$ cat src/rtl/cache_port_arbiter.sv
// Shares one line-memory port between the I-cache miss path and the D-cache miss/writeback path.
// Optional macro ARB_ROUND_ROBIN_EN swaps fixed data priority for alternating priority on contention.
module cache_port_arbiter #(
    parameter int LINE_W = 256,
    parameter int ADDR_W = 32
) (
    input  logic              clk,
    input  logic              rst,
    input  logic              i_read,
    input  logic [ADDR_W-1:0] i_addr,
    output logic              i_resp,
    output logic [LINE_W-1:0] i_rdata,
    input  logic              d_read,
    input  logic              d_write,
    input  logic [ADDR_W-1:0] d_addr,
    input  logic [LINE_W-1:0] d_wdata,
    output logic              d_resp,
    output logic [LINE_W-1:0] d_rdata,
    output logic              mem_read,
    output logic              mem_write,
    output logic [ADDR_W-1:0] mem_addr,
    output logic [LINE_W-1:0] mem_wdata,
    input  logic              mem_resp,
    input  logic [LINE_W-1:0] mem_rdata
);

    typedef enum logic [1:0] {IDLE, SERVE_I, SERVE_D, RELEASE} state_t;

    state_t state, next_state;
    logic   d_req, grant_d, grant_i;

`ifdef ARB_ROUND_ROBIN_EN
    logic last_owner_d;

    // On contention the data side wins only if the instruction side owned the previous grant.
    always_comb begin
        d_req   = d_read | d_write;
        grant_d = d_req && (!i_read || !last_owner_d);
        grant_i = i_read && !grant_d;
    end

    always_ff @(posedge clk or negedge rst) begin
        if (!rst) begin
            last_owner_d <= 1'b0;
        end else if (state == IDLE) begin
            if (grant_d) begin
                last_owner_d <= 1'b1;
            end else if (grant_i) begin
                last_owner_d <= 1'b0;
            end
        end
    end
`else
    always_comb begin
        d_req   = d_read | d_write;
        grant_d = d_req;
        grant_i = i_read && !grant_d;
    end
`endif

    always_comb begin
        next_state = state;
        case (state)
            IDLE: begin
                if (grant_d) begin
                    next_state = SERVE_D;
                end else if (grant_i) begin
                    next_state = SERVE_I;
                end
            end
            SERVE_I, SERVE_D: begin
                if (mem_resp) begin
                    next_state = RELEASE;
                end
            end
            RELEASE: next_state = IDLE;
            default: next_state = IDLE;
        endcase
    end

    always_ff @(posedge clk or negedge rst) begin
        if (!rst) begin
            state <= IDLE;
        end else begin
            state <= next_state;
        end
    end

    // Address and write line are captured at grant so the requester may change them during service.
    always_ff @(posedge clk or negedge rst) begin
        if (!rst) begin
            mem_read  <= 1'b0;
            mem_write <= 1'b0;
            mem_addr  <= '0;
            mem_wdata <= '0;
            i_resp    <= 1'b0;
            d_resp    <= 1'b0;
            i_rdata   <= '0;
            d_rdata   <= '0;
        end else begin
            i_resp <= 1'b0;
            d_resp <= 1'b0;
            case (state)
                IDLE: begin
                    if (grant_d) begin
                        mem_addr  <= d_addr;
                        mem_wdata <= d_wdata;
                        mem_write <= d_write;
                        mem_read  <= !d_write;
                    end else if (grant_i) begin
                        mem_addr  <= i_addr;
                        mem_wdata <= '0;
                        mem_write <= 1'b0;
                        mem_read  <= 1'b1;
                    end
                end
                SERVE_I: begin
                    if (mem_resp) begin
                        mem_read  <= 1'b0;
                        mem_write <= 1'b0;
                        i_resp    <= 1'b1;
                        i_rdata   <= mem_rdata;
                    end
                end
                SERVE_D: begin
                    if (mem_resp) begin
                        mem_read  <= 1'b0;
                        mem_write <= 1'b0;
                        d_resp    <= 1'b1;
                        d_rdata   <= mem_rdata;
                    end
                end
                default: ;
            endcase
        end
    end

endmodule

$ cat config.mk
export PLATFORM = sky130hd
export DESIGN_NAME = cache_port_arbiter
export DESIGN_NICKNAME = d
export VERILOG_FILES = /design/src/rtl/cache_port_arbiter.sv
export SDC_FILE = /design/constraint.sdc
export NUM_CORES = 1
export LEC_CHECK = 0
export CORE_AREA = 2 2 542 544
export CTS_CLUSTER_DIAMETER = 30
export DETAILED_ROUTE_END_ITERATION = 6
export DIE_AREA = 0 0 544 546
export PLACE_DENSITY = 0.31
export REMOVE_ABC_BUFFERS = 1
export SLEW_MARGIN = 20
export SYNTH_ARGS = -nofsm -noshare
export SYNTH_HDL_FRONTEND = slang
export SYNTH_SLANG_ARGS = --single-unit
$ cat constraint.sdc
create_clock -name clk -period 3.4 [get_ports clk]
set_clock_uncertainty 0.2 [all_clocks]
set_input_delay 0.68 -clock clk [delete_from_list [all_inputs] [get_ports clk]]
set_output_delay 0.68 -clock clk [all_outputs]
set_load 0.02 [all_outputs]
==> summary.log <==
INFO  run_status     outcome=completed
INFO  yosys          synth_area_per_cell=16.4um^2
INFO  sta            rsz0062_at_grt=false
INFO  cts            cts_hold_repair.buffers=1
INFO  cells_and_area layout.cells.most_common_list=sky130_fd_sc_hd__clkdlybuf4s50_1, sky130_fd_sc_hd__dfrtp_1, sky130_fd_sc_hd__mux2_2
INFO  yosys          synth_seq_area_share=67.7%
INFO  sta            period_minus_slack=3020ps
INFO  global_route   use_met1=10.8%
INFO  critical_path  regToRegEndpoint=d_rdata[250]
INFO  critical_path  reg2reg_from=state[0]
INFO  detailed_routing drt_first_pass_iters=4
INFO  critical_path  r2r_slack=930ps
INFO  place          place.port_buffers=1,385
INFO  detailed_routing vias_per_cell=3.08
INFO  cts            cts_tree=yes
INFO  cts            worst_skew_pair.late_latency=820ps
INFO  critical_path  timing_worst_setup_path_type=register to output pin
INFO  place          dpl.hpwl=144mm
INFO  sta            setup_tns_final=0ps
INFO  floorplanning  coreArea=292,000um^2
INFO  detailed_routing finalWirelength=178mm
INFO  floorplanning  top_level_ports=1,386
INFO  cts            cts_resized=0
INFO  cells_and_area finish.cell_count_without_fillers=7,652
INFO  critical_path  crit_chain=clkdlybuf4s50_1
INFO  floorplanning  fp.dieH=546um
INFO  global_route   globalRouteTotalUtil=11.6%
INFO  global_route   antenna_found_initial=95
INFO  cts            clock_sinks=806
INFO  floorplanning  floorplan.die.width=544um
INFO  critical_path  cp-start-kind=register
INFO  yosys          ys_seq_elements=806
INFO  yosys          ys_top_cells_by_area=sky130_fd_sc_hd__dfrtp_1, sky130_fd_sc_hd__mux2_2, sky130_fd_sc_hd__a22o_1, sky130_fd_sc_hd__buf_2, sky130_fd_sc_hd__mux2i_1
INFO  critical_path  slowest_delay=950ps
INFO  critical_path  critPathCaptureType=output pin
INFO  floorplanning  floorplan.die_area=297,000um^2
INFO  cts            post_cts.repair.setup_buffers=0
INFO  critical_path  ff2ff_path_depth=7
INFO  yosys          synth_cells=1,819
INFO  global_route   vias_in_the_first_global_route=26,242
INFO  cells_and_area fin_nets=4,070
INFO  min_path       min_delay_path_depth=2
INFO  cts            cts-root-buf=sky130_fd_sc_hd__clkbuf_16
INFO  power          leakage=23.8nW
INFO  min_path       holdCritPathClass=primary input to register
INFO  cts            number_of_h_tree_levels=5
INFO  floorplanning  core.rowCount=199
INFO  global_route   grt_pass1_wl=236mm
INFO  power          ir_drop_worst_case_vdd=0.428mV
INFO  place          preCtsSetupSlack=483ps
INFO  sta            maxSlewHeadroom=49.4%
INFO  critical_path  launch_point_of_the_worst_path=mem_addr[5]
INFO  sta            final_setup_violation_count=0
INFO  sta            hold_violations=0
INFO  critical_path  critical_path_depth=1
INFO  critical_path  critPathMaxFanout=2
INFO  cts            cts_buffers=292
INFO  critical_path  worst_ep_arrival_time=2140ps
INFO  detailed_routing num_vias=23,598
INFO  critical_path  buffers_plus_inverters_on_the_worst_setup_path=1
INFO  detailed_routing drc_violations=0
INFO  place          post-place-cells=7,108
INFO  cts            worst_path_clk_slew=40ps
INFO  detailed_routing routed_wire_length_per_instance=23.3um
INFO  min_path       hold-path-endpoint=mem_wdata[53]
INFO  place          globalplace.congestion=0.784
INFO  yosys          synth_top_area_share=67.7%
INFO  sta            final.period_utilization=88.7%
INFO  critical_path  slowest_stage=sky130_fd_sc_hd__clkdlybuf4s50_1
INFO  detailed_routing detailedRoute.firstIterationViolations=772
INFO  global_route   grt_ovf=0
INFO  cells_and_area total_of_fill_cells_in_the_finished_design=31,388
INFO  global_route   global_route.usage.met3=6.31%
INFO  detailed_routing antenna_left=0
INFO  yosys          yosysTopAreaCell=sky130_fd_sc_hd__dfrtp_1
INFO  sta            finalWorstSetupSlack=384ps
INFO  cells_and_area layout.cells.most_common=sky130_fd_sc_hd__clkdlybuf4s50_1
INFO  yosys          synth_cell_types=23
INFO  yosys          synthesis.area=29,800um^2
INFO  critical_path  critPathRequiredTime=2520ps
INFO  floorplanning  initial_util=10.2%
INFO  flow_run       max_cap_viol_count=0
INFO  cts            clock_path_buffers=4
INFO  critical_path  cp_top_family=buffers and inverters
INFO  sta            max_clock_freq=332MHz
INFO  min_path       holdCritStartpoint=d_wdata[53]
INFO  global_route   grt_util_met2=20.5%
INFO  sta            worst-slew-pin-transition=759ps
INFO  sta            finalMaxSlewViolations=0
INFO  cells_and_area layout.core_utilization=20.0%
INFO  cells_and_area syn2layout_area_growth=96.3%
INFO  cells_and_area final_layout_size_suffix_gt1_share=29.2%
INFO  global_route   grt_max_degree=68
INFO  power          pwr_density_cell=1190nW/um^2
INFO  global_route   globalRoute.busiestLayer=met2
INFO  yosys          yosys_warnings=0
-- power breakdown --
| group | internal, W | switching [W] | total (W) |
|---|---|---|---|
| clock network | 0.0176 | 0.00737 | 0.0249 |
| registers | 0.0144 | 0.00281 | 0.0172 |
| logic | 0.0132 | 0.0145 | 0.0276 |
-- final cells by class --
class	instances	area, um^2	share of cell area (%)
antenna	33	82.6	0.141
clock buffer	435	8720	14.9
multi-input combinational	885	8830	15.1
clock inverter	75	689	1.18
sequential	806	20200	34.5
timing repair buffer	1493	15100	25.8
tap	3919	4900	8.38
inverter	6	30.0	0.0513
-- state kept, by name, indices dropped and copies added (netlist names) --
| name | flops |
|---|---|
| mem_addr | 32 |
| mem_write | 1 |
| i_rdata | 256 |
| mem_read | 1 |
| d_rdata | 256 |
| mem_wdata | 256 |
| i_resp | 1 |
| state | 2 |
| d_resp | 1 |
-- stage by stage --
stage	cell area, um^2	hold slack, ps	power, W
after floorplan	29000	184	0.0295
after global placement	49000	262	0.0456
after detailed placement	49000	273	0.0457
after CTS	58400	117	0.0714
after global routing	58400	157	0.0731
final	58500	232	0.0698
-- per-layer routing --
layer / wire length (um) / up-vias
li1: - / 10234
met1: 59200 / 11548
met2: 89400 / 1317
met3: 20800 / 411
met4: 7990 / 88
met5: 556 / -
-- logic make-up (layout without fill, tap and decap cells) --
family | count (synthesis) | after routing | synth area share (%)
DFF | 806 | 806 | 67.7
muxes | 549 | 549 | 20.6
AOI/OAI and AO/OA | 295 | 295 | 8.31
buffers and inverters | 128 | 2009 | 2.73
and+or+nand+nor | 37 | 37 | 0.508
adders and majority gates | 4 | 4 | 0.168
other | 0 | 33 | 0
-- worst max-delay path by stage --
stage / slack (ps) / to
floorplan: -6710 / mem_wdata[0]
global placement: 470 / i_rdata[25]
detailed placement: 480 / i_rdata[109]
CTS: 280 / mem_wdata[76]
global route: 290 / mem_addr[5]
finish: 380 / mem_addr[5]
-- synthesized netlist by cell type, drive strengths merged --
master / n
nor2b: 1
ha: 4
o21ba: 1
o2bb2ai: 2
o31ai: 1
dfrtp: 806
nand2: 34
a32o: 1
a32oi: 1
mux2: 513
o21ai: 32
clkbuf: 2
a22o: 256
a21oi: 1
nor2: 2
inv: 6
mux2i: 36
buf: 120
Note: power is estimated with default switching activity, not from simulation.
